[config.mk]
export PLATFORM = sky130hd
export DESIGN_NAME = mac_seq_ctrl
export DESIGN_NICKNAME = d
export VERILOG_FILES = /design/src/rtl/mac_seq_ctrl.sv
export SDC_FILE = /design/constraint.sdc
export NUM_CORES = 1
export LEC_CHECK = 0
export ABC_AREA = 1
export BUFFER_PORTS_ARGS = -buffer_cell sky130_fd_sc_hd__buf_2
export CAP_MARGIN = 40
export CORE_AREA = 2 2 310 312
export CTS_CLUSTER_DIAMETER = 40
export DETAILED_ROUTE_END_ITERATION = 6
export DIE_AREA = 0 0 312 314
export PLACE_DENSITY = 0.42
export SYNTH_ARGS = -nofsm -noshare
export SYNTH_HDL_FRONTEND = slang
export SYNTH_SLANG_ARGS = --single-unit
[constraint.sdc]
create_clock -name clk -period 2.1 [get_ports clk]
set_input_delay 0 -clock clk [delete_from_list [all_inputs] [get_ports clk]]
set_output_delay 0 -clock clk [all_outputs]
set_load 0.02 [all_outputs]
[src/rtl/mac_seq_ctrl.sv]
// Job sequencer for a MAC array: loads K, streams K operand beats, drains, returns the result.
// Optional perf counters (perf_jobs, perf_bubbles) enabled by defining MAC_SEQ_CTRL_PERF_EN.
module mac_seq_ctrl #(
  parameter int MULER_WIDTH  = 8,
  parameter int NUM_WIDTH    = 12,
  parameter int OUTPUT_WIDTH = 32,
  parameter int ROW_SIZE     = 8,
  parameter int COLUMN_SIZE  = 8,
  parameter int DRAIN_CYCLES = 24
) (
  input  logic                             clk,
  input  logic                             rst,
  input  logic                             job_valid,
  output logic                             job_ready,
  input  logic [NUM_WIDTH-1:0]             job_k,
  input  logic                             op_valid,
  output logic                             op_ready,
  input  logic [ROW_SIZE*MULER_WIDTH-1:0]  op_a,
  input  logic [COLUMN_SIZE*MULER_WIDTH-1:0] op_b,
  output logic                             mac_num_valid,
  output logic [NUM_WIDTH-1:0]             mac_num,
  output logic [ROW_SIZE*MULER_WIDTH-1:0]  mac_data_a,
  output logic [COLUMN_SIZE*MULER_WIDTH-1:0] mac_data_b,
  input  logic [ROW_SIZE*OUTPUT_WIDTH-1:0] mac_result,
  output logic                             res_valid,
  input  logic                             res_ready,
  output logic [ROW_SIZE*OUTPUT_WIDTH-1:0] res_data,
  output logic                             res_underrun,
  output logic                             busy
`ifdef MAC_SEQ_CTRL_PERF_EN
  ,
  output logic [31:0]                      perf_jobs,
  output logic [31:0]                      perf_bubbles
`endif
);

  localparam int DRN_W = $clog2(DRAIN_CYCLES + 1);
  localparam int CNT_W = (NUM_WIDTH > DRN_W) ? NUM_WIDTH : DRN_W;

  typedef enum logic [2:0] {S_IDLE, S_LOAD, S_FEED, S_DRAIN, S_OUT} state_t;

  state_t                          r_state, w_next;
  logic [NUM_WIDTH-1:0]            r_k;
  logic [CNT_W-1:0]                r_cnt;
  logic                            r_underrun;
  logic                            r_res_valid;
  logic                            r_res_underrun;
  logic [ROW_SIZE*OUTPUT_WIDTH-1:0] r_res_data;
  logic [CNT_W-1:0]                w_k_ext;
  logic                            w_feed_last;
  logic                            w_drain_last;

  assign w_k_ext      = CNT_W'(r_k);
  assign w_feed_last  = (r_cnt == w_k_ext - CNT_W'(1));
  assign w_drain_last = (r_cnt == CNT_W'(DRAIN_CYCLES - 1));

  always_ff @(posedge clk) begin
    if (rst) r_state <= S_IDLE;
    else     r_state <= w_next;
  end

  always_comb begin
    w_next        = r_state;
    job_ready     = 1'b0;
    op_ready      = 1'b0;
    mac_num_valid = 1'b0;
    mac_num       = '0;
    mac_data_a    = '0;
    mac_data_b    = '0;
    case (r_state)
      S_IDLE: begin
        job_ready = 1'b1;
        if (job_valid) w_next = S_LOAD;
      end
      S_LOAD: begin
        mac_num_valid = 1'b1;
        mac_num       = r_k;
        w_next        = (r_k != '0) ? S_FEED : S_DRAIN;
      end
      S_FEED: begin
        // A missing beat still consumes its slot; the array sees zeros instead.
        op_ready = 1'b1;
        if (op_valid) begin
          mac_data_a = op_a;
          mac_data_b = op_b;
        end
        if (w_feed_last) w_next = S_DRAIN;
      end
      S_DRAIN: if (w_drain_last) w_next = S_OUT;
      S_OUT:   if (res_ready) w_next = S_IDLE;
      default: w_next = S_IDLE;
    endcase
    if (rst) begin
      job_ready     = 1'b0;
      op_ready      = 1'b0;
      mac_num_valid = 1'b0;
      mac_num       = '0;
      mac_data_a    = '0;
      mac_data_b    = '0;
    end
  end

  always_ff @(posedge clk) begin
    if (rst) begin
      r_k            <= '0;
      r_cnt          <= '0;
      r_underrun     <= 1'b0;
      r_res_valid    <= 1'b0;
      r_res_underrun <= 1'b0;
      r_res_data     <= '0;
    end else begin
      case (r_state)
        S_IDLE: if (job_valid) r_k <= job_k;
        S_LOAD: r_cnt <= '0;
        S_FEED: begin
          if (!op_valid) r_underrun <= 1'b1;
          r_cnt <= w_feed_last ? '0 : r_cnt + CNT_W'(1);
        end
        S_DRAIN: begin
          r_cnt <= w_drain_last ? '0 : r_cnt + CNT_W'(1);
          if (w_drain_last) begin
            r_res_data     <= mac_result;
            r_res_underrun <= r_underrun;
            r_res_valid    <= 1'b1;
          end
        end
        S_OUT: if (res_ready) begin
          r_res_valid    <= 1'b0;
          r_res_underrun <= 1'b0;
          r_underrun     <= 1'b0;
        end
        default: r_cnt <= '0;
      endcase
    end
  end

  assign busy         = (r_state != S_IDLE) && !rst;
  assign res_valid    = r_res_valid && !rst;
  assign res_underrun = r_res_underrun && !rst;
  assign res_data     = rst ? '0 : r_res_data;

`ifdef MAC_SEQ_CTRL_PERF_EN
  logic [31:0] r_perf_jobs, r_perf_bubbles;

  always_ff @(posedge clk) begin
    if (rst) begin
      r_perf_jobs    <= '0;
      r_perf_bubbles <= '0;
    end else begin
      if (r_state == S_OUT && res_ready)  r_perf_jobs    <= r_perf_jobs + 32'd1;
      if (r_state == S_FEED && !op_valid) r_perf_bubbles <= r_perf_bubbles + 32'd1;
    end
  end

  assign perf_jobs    = r_perf_jobs;
  assign perf_bubbles = r_perf_bubbles;
`endif

endmodule
* Yosys cells after proc, flatten, opt, wreduce, memory -nomap -nowiden
Cells that the tools add are included.
Word-level totals: register bits after elaboration 286, latch bits 0, RAM bits 0, bits in read-only memories 0, input port bits 401, output and inout bits 402, logic and storage cells 66, memories 0
Cells by class: add/subtract/negate cells 2, multiply operators 0, divide/modulo/power cells 0, magnitude comparators 0, equality and inequality tests 11, shifts and indexed selects 0, muxes and demuxes 31, bitwise logic cells 0, reductions and logical operators 15
Operator list (number):
- 2-to-1 mux 64 bit | 6
- 2-to-1 mux 256 bit | 1
- 2-to-1 mux 12 bit | 4
- one-hot mux 12 bit (3 select lines) | 1
- one-hot mux 3 bit (5 select lines) | 1
- adder 12 x 1 -> 12 bit, second input constant | 1
- == test 12 bit | 1
- == test 12 x 5 -> 1 bit, second input constant | 1
- 2-to-1 mux 3 bit | 4
- nonzero test 12 bit | 1
- subtractor 12 x 1 -> 12 bit, second input constant | 1
- 2-to-1 mux 1 bit | 11
- != test 2 bit, second input constant | 5
- == test 3 x 2 -> 1 bit, second input constant | 2
- one-hot mux 1 bit (2 select lines) | 3
- AND reduction 3 bit | 2
- AND reduction 2 bit | 2
- AND reduction 4 bit | 1
- nonzero test 2 bit | 2
- == test 3 x 1 -> 1 bit, second input constant | 1
- == test 3 bit, second input constant | 1
- logical AND 1 bit | 3
- zero test 3 bit | 1
- nonzero test 3 bit | 1
- other kinds (2) | 2

* Depth between registers and ports, before layout
depth after elaboration 4, gate-level depth with buffers 16, depth with buffers taken out 16

* Least setup slack after synthesis
No wires, ideal clock.
path kind reg-to-reg, start point register r_k[1], end point register r_cnt[0], setup time 112 ps, arrival time 1698 ps, data required time 1988 ps, setup slack 290 ps, stages on the path, launching flop included 17, path buffers 1, clock period less this slack 1810 ps, cells stage by stage dfxtp_1 > inv_1 > ha_1 > inv_1 > nand2_1 > nand2_1 > nor2_1 > nand2_1 > nor2_1 > nand3_1 > nor2_1 > nand3_2 > nand2_4 > nand2_4 > buf_6 > o21ai_2 > inv_1
Between the ends: longest elaborated chain between the ends 4
RTL lines:
- start: declaration | RTL line 43 | logic [NUM_WIDTH-1:0] r_k;
- start signal: assignment | RTL line 113 | S_IDLE: if (job_valid) r_k <= job_k;
- subtractor 12 x 1 -> 12 bit | RTL line 54 | assign w_feed_last = (r_cnt == w_k_ext - CNT_W'(1));
- == test 12 bit | RTL line 54
- 2-to-1 mux 12 bit | RTL line 117 | r_cnt <= w_feed_last ? '0 : r_cnt + CNT_W'(1);
- one-hot mux 12 bit (3 select lines) | RTL line 112 | case (r_state)
- end signal: assignment | RTL line 117
- end signal: assignment | RTL line 120 | r_cnt <= w_drain_last ? '0 : r_cnt + CNT_W'(1);
- end: declaration | RTL line 44 | logic [CNT_W-1:0] r_cnt;
No other way between the ends. A chain may end at the register's enable or synchronous reset.

* Final worst setup path
start point register r_state[2], end point output port mac_data_b[11]
Between the ends: longest elaborated chain between the ends 3
RTL lines:
- start: declaration | RTL line 42 | state_t r_state, w_next;
- start signal: assignment | RTL line 59 | else r_state <= w_next;
- == test 3 x 2 -> 1 bit | RTL line 70 | case (r_state)
- 2-to-1 mux 64 bit | RTL line 70
- 2-to-1 mux 64 bit | RTL line 93 | if (rst) begin
- end: declaration | RTL line 23 | output logic [COLUMN_SIZE*MULER_WIDTH-1:0] mac_data_b,
No other way between the ends.

==> metrics.txt <==
# TYPE chip_impl_metric gauge
chip_impl_metric{name="initial_core_util",unit=""} 0.1424
chip_impl_metric{name="wire_length_of_the_first_global_routing_pass",unit="µm"} 97700
chip_impl_metric{name="rows",unit=""} 113
chip_impl_metric{name="max-cap-violations",unit=""} 0
chip_impl_metric{name="num-nets-final",unit=""} 3519
chip_impl_info{name="crit_type",value="reg2out"} 1
chip_impl_metric{name="vias_per_cell",unit=""} 3.823
chip_impl_info{name="critical_path.top_delay_family",value="buffers and inverters"} 1
chip_impl_info{name="result_of_the_run",value="complete, no violations"} 1
chip_impl_metric{name="dpl-instance-area",unit="µm²"} 18880
chip_impl_metric{name="numPlacedInstances",unit=""} 3997
chip_impl_metric{name="finalSetupViolations",unit=""} 0
chip_impl_metric{name="synth_warnings",unit=""} 0
chip_impl_metric{name="dieWidth",unit="µm"} 312
chip_impl_metric{name="timing.critical_path.slowest_cell_delay",unit="ps"} 340
chip_impl_metric{name="area_growth",unit="%"} 93.30
chip_impl_metric{name="synthMuxAreaShare",unit=""} 0
chip_impl_info{name="startpoint_types",value="flip-flop"} 1
chip_impl_metric{name="setup_ws",unit="ps"} 27.73
chip_impl_metric{name="fin_crit_sh",unit=""} 0.9868
chip_impl_info{name="tritoncts",value="built"} 1
chip_impl_metric{name="via_count_of_the_first_global_routing_pass",unit=""} 16510
chip_impl_metric{name="fin_skew",unit="ps"} 43.35
chip_impl_metric{name="cts.clk_slew.worst_paths",unit="ps"} 40
chip_impl_info{name="setup_repair_after_global_routing_missed_its_margin",value="true"} 1
chip_impl_metric{name="finish.utilization",unit=""} 0.2753
chip_impl_metric{name="drt_first_pass_iters",unit=""} 5
chip_impl_metric{name="portBuffers",unit=""} 802
chip_impl_metric{name="global_route.usage.total",unit=""} 0.1284
chip_impl_info{name="synthFlopType",value="dfxtp_1"} 1
chip_impl_metric{name="yosys_register_bits",unit=""} 286
chip_impl_metric{name="route.detailed.drc",unit=""} 0
chip_impl_metric{name="wire_per_inst",unit="µm"} 15.79
chip_impl_metric{name="timing.critical_path.arrival",unit="ps"} 2070
chip_impl_metric{name="num_io_pins",unit=""} 803
chip_impl_metric{name="yosys.area.top_type_share",unit=""} 0.4256
chip_impl_metric{name="critical_path.n_buffers_inverters",unit=""} 6
chip_impl_info{name="synth_top_family_by_area",value="compound AO/OA/AOI/OAI gates"} 1
chip_impl_metric{name="grt_antenna_before_repair",unit=""} 6
chip_impl_info{name="cts_root_buf",value="clkbuf_16"} 1
chip_impl_metric{name="pre_cts_slack",unit="ps"} -110.5
chip_impl_metric{name="peakVddDrop",unit="mV"} 0.4734
chip_impl_metric{name="maxSlewViolCount",unit=""} 0
chip_impl_metric{name="critical_path_peak_fanout",unit=""} 10
chip_impl_info{name="critical-path-slowest-cell",value="dfxtp_2"} 1
chip_impl_metric{name="place.detailed.hpwl",unit="µm"} 48060
chip_impl_metric{name="synth.distinct_cells",unit=""} 29
chip_impl_info{name="crit_chain",value="nor2_4 > inv_2 > nor2_4 > inv_2 > nor2_4 > buf_12 > inv_8 > buf_16 > nor2_2 > buf_6"} 1
chip_impl_metric{name="static-leakage-power",unit="nW"} 11.76
chip_impl_metric{name="coreArea",unit="µm²"} 94450
chip_impl_metric{name="mappedNetlistNets",unit=""} 2414
chip_impl_metric{name="first_iter_violations",unit=""} 770
chip_impl_metric{name="grt_max_degree",unit=""} 134
chip_impl_metric{name="synth-compound-area-share",unit=""} 0.2098
chip_impl_metric{name="yosys.area_share.xor_xnor",unit=""} 0.007813
chip_impl_metric{name="post_synth.cell_area_avg",unit="µm²"} 6.689
chip_impl_metric{name="cts_made_buffers",unit=""} 70
chip_impl_metric{name="power-per-cell-area",unit="nW/µm²"} 852.9
chip_impl_metric{name="dieArea",unit="µm²"} 97970
chip_impl_metric{name="finalHoldViolCount",unit=""} 0
chip_impl_metric{name="synth-async-reset-ratio",unit=""} 0
chip_impl_metric{name="worst_skew_pair.late_latency",unit="ps"} 610
chip_impl_metric{name="synthesis.instances",unit=""} 2011
chip_impl_metric{name="clkSinkCount",unit=""} 286
chip_impl_metric{name="cp_data_required_time",unit="ps"} 2100
chip_impl_metric{name="synth_enable_flop_cells",unit=""} 0
chip_impl_metric{name="final_area",unit="µm²"} 26000
chip_impl_info{name="yosys.area.top_type",value="dfxtp_1"} 1
chip_impl_metric{name="ys_seq_area_frac",unit=""} 0.4256
chip_impl_info{name="min_path_type",value="in2reg"} 1
chip_impl_metric{name="overflow_after_grt",unit=""} 0
chip_impl_metric{name="synthAdderAreaFrac",unit=""} 0.001860
chip_impl_metric{name="cts_buffer_depth",unit=""} 3
chip_impl_metric{name="via_count",unit=""} 16980
chip_impl_metric{name="cts-htree-levels",unit=""} 3
chip_impl_metric{name="drt_wl_total",unit="µm"} 70120
chip_impl_metric{name="post_route_cells_drive_above_1_share",unit=""} 0.3664
chip_impl_metric{name="tightest_slew",unit="ps"} 750.2
chip_impl_metric{name="minimum_period_implied_by_the_final_worst_setup_slack",unit="ps"} 2072
chip_impl_info{name="post_synth_main_area_contributors",value="dfxtp_1 43%, nor2_1 12%, a21oi_1 11%"} 1
chip_impl_info{name="worstSetupEndpointType",value="output port"} 1
chip_impl_metric{name="slew-limit-headroom",unit=""} 0.4982
chip_impl_metric{name="finalWeightedCongestion",unit=""} 0.8753
chip_impl_info{name="critical_path.most_common_cell",value="nor2_4"} 1
chip_impl_metric{name="drtAntennaViolNets",unit=""} 0
chip_impl_metric{name="instances_no_fill",unit=""} 4441
chip_impl_metric{name="die_y",unit="µm"} 314
chip_impl_metric{name="netlist_area",unit="µm²"} 13450
chip_impl_metric{name="timing.fmax",unit="MHz"} 482.6
chip_impl_metric{name="post_synth_and_or_nand_nor_area_fraction",unit=""} 0.1997
==> stage by stage <==
step                      total power [mW]  setup TNS (ps)  hold WS [ps]
after CTS                            22.07           -1484         58.65
after global placement               8.973          -26.77         264.6
after global routing                 23.19           -6812         108.9
final                                22.18               0         85.16
after detailed placement             8.933           -3689         267.9
after floorplan                      7.642               0         119.4
==> final timing paths <==
check / from / end / slack (ps) / cells past startpoint
hold / removal: rst / r_res_underrun / 90 / 5
setup reg to reg: r_cnt[1] / r_res_data[178] / 120 / 10
hold reg to reg: r_res_data[237] / r_res_data[237] / 450 / 2
setup / recovery: r_state[2] / mac_data_b[11] / 30 / 10
==> cells in the final DEF (no fill, tap or decap), types with 6 or more instances in the layout <==
cell type and count:
buf_16 9, bufinv_16 13, buf_4 133, clkbuf_1 9
inv_8 6, buf_12 13, nand2_1 216, nor3_1 6
xor2_1 9, clkinv_2 9, dfxtp_1 281, clkbuf_8 10
nor2_4 56, inv_2 9, buf_2 673, nand3_1 11
inv_1 303, a21oi_1 284, nor2_1 332, o21ai_0 213
nor2_2 45, clkbuf_16 81, buf_6 66, o21ai_1 60
dlygate4sd3_1 272
==> routing by layer <==
layer / vias up / GRT usage / routed length (µm)
met5: - / 0 / 13
met4: 2 / 0.05365 / 2214
met3: 116 / 0.03603 / 4705
met2: 595 / 0.2172 / 33460
met1: 7771 / 0.1523 / 29730
li1: 8495 / - / -
==> sequential cells by signal, indices dropped and copies added (netlist names) <==
signal,flops
r_k,12
r_underrun,1
r_res_underrun,1
r_res_data,256
r_res_valid,1
r_cnt,12
r_state,3
==> logic make-up (layout without fill, tap and decap cells) <==
family	Yosys count	in the layout
other	0	5
xor gates and xnor gates	12	12
DFF	286	286
adders and majority gates	2	2
and+or+nand+nor	683	683
buffers and inverters	466	1626
AOI/OAI and AO/OA	562	562
==> report_power, final <==
part | internal (mW) | switching, mW
registers | 5.57 | 0.121
logic | 1.99 | 2.66
clock network | 8.29 | 3.55
==> worst reg2reg max path, cell delays in order, from the launching register on <==
cell and delay (ps):
dfxtp_1 330, ha_1 160, nand2_1 80, nor3_2 110, nand3_1 170, nor2_4 170, buf_12 180, buf_4 210
inv_8 150, o21ai_1 230, a21oi_1 60
==> repair_timing <==
item                                   in CTS  in global routing
gates cloned                                8                 16
setup endpoints to repair                 145                332
hold buffers                              272                  0
resized for setup                         229                161
endpoints found under the hold margin     285                  0
pin swaps                                   4                  8
setup buffers                              12                  4
==> layout make-up <==
class	instances	area (µm²)
fillers	10500	68440
repair buffers	1176	8571
multi-input cells	1259	6188
flip-flops and latches	286	5732
clock buffers	92	1998
well taps	1265	1583
inverters	315	1240
clock inverters	35	593.1
repair inverters	8	85.08
diodes	5	12.51
==> synthesized netlist by cell type (3+ instances only) <==
master,count
o21ai_1,47
buf_6,42
a21oi_1,284
nand4_1,4
inv_2,6
nand3_1,12
nor2_4,3
xnor2_1,3
nor2_1,424
nand2_1,218
nand2_4,3
clkbuf_1,91
dfxtp_1,286
buf_2,18
xor2_1,9
nor3_1,7
nor2_2,6
inv_1,309
o21ai_0,227
No activity file was read; power rests on OpenSTA's default activity.
